==> src/rtl/neuron_writeback.sv <==
// neuron_writeback: accumulates MAC partial sums, converts to saturated Q8.8 (optional ReLU) and queues BRAM writes.
module neuron_writeback #(
    parameter int ACC_W      = 40,
    parameter int FRAC_SHIFT = 8,
    parameter bit RELU_EN    = 1'b1
) (
    input  logic        clk,
    input  logic        rst,
    input  logic        add_done,
    input  logic [31:0] partial_sum,
    input  logic        neuron_done,
    input  logic [15:0] out_addr,
    input  logic        wr_ready,
    output logic        wr_en,
    output logic [15:0] wr_addr,
    output logic [15:0] wr_data,
    output logic        fifo_full,
    output logic        ovf_flag,
    output logic        drop_err,
    output logic [9:0]  neurons_written
);
    logic signed [ACC_W-1:0] acc, acc_next, shifted;
    logic        pos_sat, neg_sat;
    logic [15:0] sat_val, conv;
    logic        cap_valid;
    logic [15:0] cap_addr, cap_data;
    logic [15:0] mem_addr [2];
    logic [15:0] mem_data [2];
    logic        rd_ptr, wr_ptr;
    logic [1:0]  count;
    logic        pop, push, cap_load;

    always_comb begin
        acc_next = add_done ? acc + {{(ACC_W-32){partial_sum[31]}}, partial_sum} : acc;
        shifted  = acc_next >>> FRAC_SHIFT;
        pos_sat  = !shifted[ACC_W-1] && (|shifted[ACC_W-2:15]);
        neg_sat  = shifted[ACC_W-1] && !(&shifted[ACC_W-2:15]);
        sat_val  = pos_sat ? 16'h7fff : neg_sat ? 16'h8000 : shifted[15:0];
        conv     = (RELU_EN && sat_val[15]) ? 16'h0000 : sat_val;
        pop      = (count != 2'd0) && wr_ready;
        // a full queue still accepts the capture entry when the head leaves this cycle
        push     = cap_valid && ((count != 2'd2) || pop);
        cap_load = neuron_done && (!cap_valid || push);
        wr_en    = count != 2'd0;
        wr_addr  = wr_en ? mem_addr[rd_ptr] : 16'h0000;
        wr_data  = wr_en ? mem_data[rd_ptr] : 16'h0000;
        fifo_full = count == 2'd2;
    end

    always_ff @(posedge clk) begin
        if (rst) begin
            acc             <= '0;
            cap_valid       <= 1'b0;
            cap_addr        <= '0;
            cap_data        <= '0;
            rd_ptr          <= 1'b0;
            wr_ptr          <= 1'b0;
            count           <= '0;
            ovf_flag        <= 1'b0;
            drop_err        <= 1'b0;
            neurons_written <= '0;
        end else begin
            acc <= neuron_done ? '0 : acc_next;
            if (neuron_done && (pos_sat || neg_sat))
                ovf_flag <= 1'b1;
            if (neuron_done && !cap_load)
                drop_err <= 1'b1;
            if (cap_load) begin
                cap_addr <= out_addr;
                cap_data <= conv;
            end
            cap_valid <= cap_load || (cap_valid && !push);
            if (push) begin
                mem_addr[wr_ptr] <= cap_addr;
                mem_data[wr_ptr] <= cap_data;
                wr_ptr           <= ~wr_ptr;
            end
            if (pop) begin
                rd_ptr          <= ~rd_ptr;
                neurons_written <= neurons_written + 10'd1;
            end
            count <= count + 2'(push) - 2'(pop);
        end
    end
endmodule

==> config.mk <==
export PLATFORM = sky130hd
export DESIGN_NAME = neuron_writeback
export DESIGN_NICKNAME = d
export VERILOG_FILES = /design/src/rtl/neuron_writeback.sv
export SDC_FILE = /design/constraint.sdc
export NUM_CORES = 1
export LEC_CHECK = 0
export CORE_UTILIZATION = 53
export CTS_BUF_LIST = sky130_fd_sc_hd__clkbuf_8
export CTS_CLUSTER_SIZE = 30
export DETAILED_ROUTE_END_ITERATION = 10
export GPL_TIMING_DRIVEN = 1
export PLACE_DENSITY = 0.79
export SLEW_MARGIN = 20
export SYNTH_ARGS = -nofsm -noshare
export SYNTH_HDL_FRONTEND = slang
export SYNTH_SLANG_ARGS = --single-unit
==> constraint.sdc <==
create_clock -name clk -period 4.57 [get_ports clk]
set_input_delay 1.1425 -clock clk [delete_from_list [all_inputs] [get_ports clk]]
set_output_delay 1.1425 -clock clk [all_outputs]
set_load 0.02 [all_outputs]
# Word level (Yosys, flattened, before mapping)
# Memories as Yosys holds them, arrays and structs flattened. A register that Yosys moved wholly into a read port is not among the register bits.
# Cells that the tools add are included.
# W data, S select, Z words.
# classes
addsub,4
mux,13
n_lt_le_gt_ge,0
eq_ne,2
shifts,0
bitwise,2
n_reduce_logical,21
mul,0
n_div,0
# op_table
cell,count
$mux W16,4
$add A40 B40 Y40,1
$mux W40,1
$reduce_and A17 Y1,1
$reduce_or A17 Y1,1
$mux W15,1
$add A10 B1 Y10 const B,1
$logic_and A1 B1 Y1,8
$mux W1,7
$logic_not A1 Y1,5
$logic_or A1 B1 Y1,4
$add A2 B1 Y2,1
$eq A2 B2 Y1 const B,1
$ne A2 B2 Y1 const B,1
$not A1 Y1,2
$reduce_bool A2 Y1,1
$reduce_or A2 Y1,1
$sub A2 B1 Y2,1
# word_totals
out_inout_bits,46
romBits,0
n_memories,2
latch_bits,0
reg_bits,89
word_cells,55
in_bits,53
ram_bits,64
# mem_list
memory,words,word_bits,read_ports,rd_clocked_by_memory_dff,wr,line,text
mem_addr,2,16,1,1,1,27,logic [15:0] mem_addr [2];
mem_data,2,16,1,1,1,28,logic [15:0] mem_data [2];

# Depth between registers and ports, before layout
# logic_depth
ltp_word,8
depth_mapped,13
mapped_depth_nobuf,12

# Worst setup path after synthesis
# No wires, ideal clock.
# synth_timing
path_kind,input to register
start,in partial_sum[0]
end,reg ovf_flag
required_time_ps,4435
n_path_buf,0
t_arrival_ps,4284
setup_time_ps,135
stages,12
setup_slack_ps,151
path_cell_list,ha_1 fa_1 a21o_1 a221oi_2 a2bb2oi_2 o31a_1 o311a_1 mux2_4 o31a_1 or4_1 o41ai_2 o221ai_2
# synth_between
elab_chain_len,7
elab_cells_between_ends,10
classes_between,1 x add/sub; 1 x mux; 8 x reduce/logical
# synth_rtl
element,line,text
"start, declared",10,"input logic [31:0] partial_sum,"
$add A40 B40 Y40 (*),34,"acc_next = add_done ? acc + {{(ACC_W-32){partial_sum[31]}}, partial_sum} : acc;"
$mux W40 (*),34,
$reduce_and A17 Y1,37,neg_sat = shifted[ACC_W-1] && !(&shifted[ACC_W-2:15]);
$logic_not A1 Y1,37,
$logic_and A1 B1 Y1,37,
$logic_or A1 B1 Y1 (*),64,if (neuron_done && (pos_sat || neg_sat))
$logic_and A1 B1 Y1 (*),64,
"end signal, assigned",59,ovf_flag <= 1'b0;
"end signal, assigned",65,ovf_flag <= 1'b1;
"end, declared",18,"output logic ovf_flag,"
# Every way passes the cells marked *; elsewhere a longest branch is shown, timed or not.
# A chain may end at the register's enable or synchronous reset.

# Final worst setup path
# Same ends and word-level chain as after synthesis.

==> results.md <==
* Fillers at 1,230
* Die X at 130 um
* CP Launch Point: partial_sum[0]
* CP Data Arrival Time at 4.82 ns
* Top_reg_cell synth: dfxtp_1
* Grt ovf at 0
* Ys async rst share at 0%
* Final min period at 4.49 ns
* Distinct cells, synth at 79
* Worst r2r src: acc[0]$_SDFFE_PP0P_
* Worst-margin pin slew at 0.977 ns
* Peak supply drop at 0.214 mV
* Final RePlAce weighted congestion at 0.950
* Crit-path max FO at 3
* CTS resizes at 0
* Initial Util at 54.3%
* Final wirelength at 22,500 um
* Clock Path Buffers at 2
* Seq. cell area at 3640 sq um
* Vias in the first global route at 7,322
* Most common cell after layout, fill and taps aside: buf_4
* PortBufs at 97
* CTS clk-pin slew, worst paths at 0.09 ns
* CORE AREA at 15,900 sq um
* Root buf cell: clkbuf_8
* F_max at 0.223 GHz
* Hold Path Sink: mem_addr[0][15]$_DFFE_PP_
* Static leakage at 4.41 nW
* CP max stage delay at 0.53 ns
* # diodes at 0
* Syn nets at 1,040
* Rows at 46
* Hold/Removal Path Class: flip-flop to flip-flop
* Fin nets at 1,241
* Post-DR vias/cell at 5.71
* Setup repair bufs after CTS at 0
* HP Start: cap_addr[15]$_SDFFE_PP0P_
* H-Tree Level Count at 4
* Vias at 7,848
* Period utilization at 98.2%
* Max Clock Skew at 0.0123 ns
* Ys Warns at 0
* Final Max Slew Viols at 0
* Top Ports at 99
* Power Density at 357 nW/um^2
* R2R depth at 13
* Placed cells at 1,343
* Flop-to-flop setup slack at 0.87 ns
* Cell mode on critical path: o31a_1
* Layout Cells excl Fill at 1,375
* Initial antenna violation count at 0
* Worst r2r dst: ovf_flag$_SDFFE_PP0P_
* WS Path Type: input pin to flip-flop
* EDFF count, synth at 62
* Worst slack, placed at -0.456 ns
* Relative slew slack at 34.9%
* RSZ-0062 raised after global routing: true
* Post-route DRC at 0
* Final number of hold-violating endpoints at 0
* 1st-pass router iterations at 5
* Number of CTS-inserted buffers at 17
* CP Capture Type: flip-flop
* Global Route Usage Sum at 27.2%
* Largest net degree at the start of global routing at 53
* Crit-path cells: clkdlybuf4s50_1 -> ha_1 -> fa_2 -> a21o_1 -> a221oi_2 -> buf_4 -> a2bb2oi_4 -> o31a_1 -> o311a_1 -> mux2_4 -> o31a_1 -> or4_1 -> o41ai_2 -> o221ai_2
* Number of max-cap violations at 0
* Post-Syn Area per Cell at 9.17 sq um
* CTS tree: built
* Outcome: complete, no violations
* Crit path launch type: input pin
* Hold Crit Depth at 0
* Clock Sinks at 151
* DIE AREA at 16,900 sq um
* Cts hold-fix bufs at 0
* Flops & latches, synth at 151
* Worst skew pair latency at 0.46 ns
* Cells after Synth at 945
* Worst Path Required at 4.91 ns
* Initial DRC count at 571
* Vert. Die Dim at 130 um
* Multi-input gate area at 4740 sq um
* Cell area after synthesis at 8660 sq um
* Area Growth Syn to Fin at 28.5%
* Share of layout cells above drive strength 1 at 19.2%
* Antenna viol nets, final at 0
* Most frequent cells in the layout: buf_4 (143), nor2_1 (131), clkdlybuf4s50_1 (95)
* Register area share after synthesis at 42.1%
* Final setup viols at 0
* Wire per inst at 16.4 um
* First-pass GRT wire length at 35,600 um
* Post-DP HPWL at 16,800 um
* Worst path slowest cell: or4_1
* Final WS setup at 0.0834 ns
## worst max-delay path by stage
| stage | cells past startpoint | slack (ns) | endpoint |
|---|---|---|---|
| after global routing | 14 | -0.02 | cap_data[9]$_SDFFE_PP0P_ |
| after detailed placement | 14 | -0.46 | ovf_flag$_SDFFE_PP0P_ |
| after CTS | 14 | 0.03 | ovf_flag$_SDFFE_PP0P_ |
| final | 14 | 0.08 | ovf_flag$_SDFFE_PP0P_ |
| after floorplan | 12 | 0.15 | ovf_flag$_SDFFE_PP0P_ |
| after global placement | 14 | -0.37 | ovf_flag$_SDFFE_PP0P_ |
## metrics by stage
step | total power [mW] | instance area (sq um) | TNS, ns | hold slack, ns | utilization (%)
3_3_place_gp | 3.02 | 10800 | -4.24 | 0.429 | 67.5
5_1_grt | 4.17 | 11100 | -0.0602 | 0.466 | 69.8
2_1_floorplan | 2.43 | 8660 | 0 | 0.425 | -
3_5_place_dp | 3.05 | 10800 | -5.87 | 0.435 | 67.5
6_report | 3.98 | 11100 | 0 | 0.454 | 69.8
4_1_cts | 3.98 | 11100 | 0 | 0.456 | 69.7
## layout make-up
cell class	instances	area share [%]
multi-input cells	720	42.6
clock buffers	17	2.10
inverters	14	0.472
clock inverters	15	1.07
well taps	216	2.43
flip-flops and latches	151	32.7
repair buffers	242	18.6
## critical path: cells and delay by family
family	cells	cell delay, ns
AND/OR/NAND/NOR	1	0.53
multiplexers	1	0.33
AO/OA/AOI/OAI	8	1.65
adder cells (fa/ha/maj)	2	0.59
buffers and inverters	2	0.59
## layer usage
layer | GRT usage (%) | vias to the layer above | wire length (um)
li1 | - | 3847 | -
met2 | 47.5 | 270 | 11000
met1 | 33.5 | 3690 | 9700
met5 | 0 | - | 0
met3 | 5.21 | 41 | 1330
met4 | 9.44 | 0 | 412
## cells in the mapped netlist, types with 13 or more instances
cell | number | area (sq um)
a21oi_1 | 80 | 400
buf_2 | 13 | 65.1
clkbuf_1 | 36 | 135
dfxtp_1 | 89 | 1780
edfxtp_1 | 62 | 1860
ha_1 | 41 | 513
inv_1 | 14 | 52.6
mux2i_1 | 51 | 510
nand2_1 | 92 | 345
nand2b_1 | 18 | 113
nand3_1 | 16 | 80.1
nand4_1 | 19 | 119
nor2_1 | 132 | 495
nor2b_1 | 19 | 119
nor3_1 | 18 | 90.1
o21ai_0 | 27 | 135
xnor2_1 | 16 | 140
xor2_1 | 19 | 166
## registers in the layout, summed over array words and instances, names as in the netlist, named ones only
name and flops:
wr_ptr 1, count 2, drop_err 1, cap_data 15, cap_valid 1, rd_ptr 1
acc 40, mem_addr 32, cap_addr 16, mem_data 30, neurons_written 10, ovf_flag 1
## kinds of logic (layout without fill, tap and decap cells)
family | after synthesis | count (layout) | share of synthesized area, %
other cells | 1 | 1 | 0.0433
mux | 62 | 62 | 7.36
flops | 151 | 151 | 42.1
fa+ha+maj | 42 | 42 | 6.15
compound gates | 223 | 223 | 17.9
simple gates | 357 | 357 | 19.2
xor+xnor | 35 | 35 | 3.54
buf+inv | 74 | 288 | 3.70
## power breakdown
part	switching (mW)	internal, mW
clock	0.551	0.387
sequential	0.111	1.49
combinational	0.745	0.691
total	1.41	2.57
Note: power is estimated with default switching activity, not from simulation.
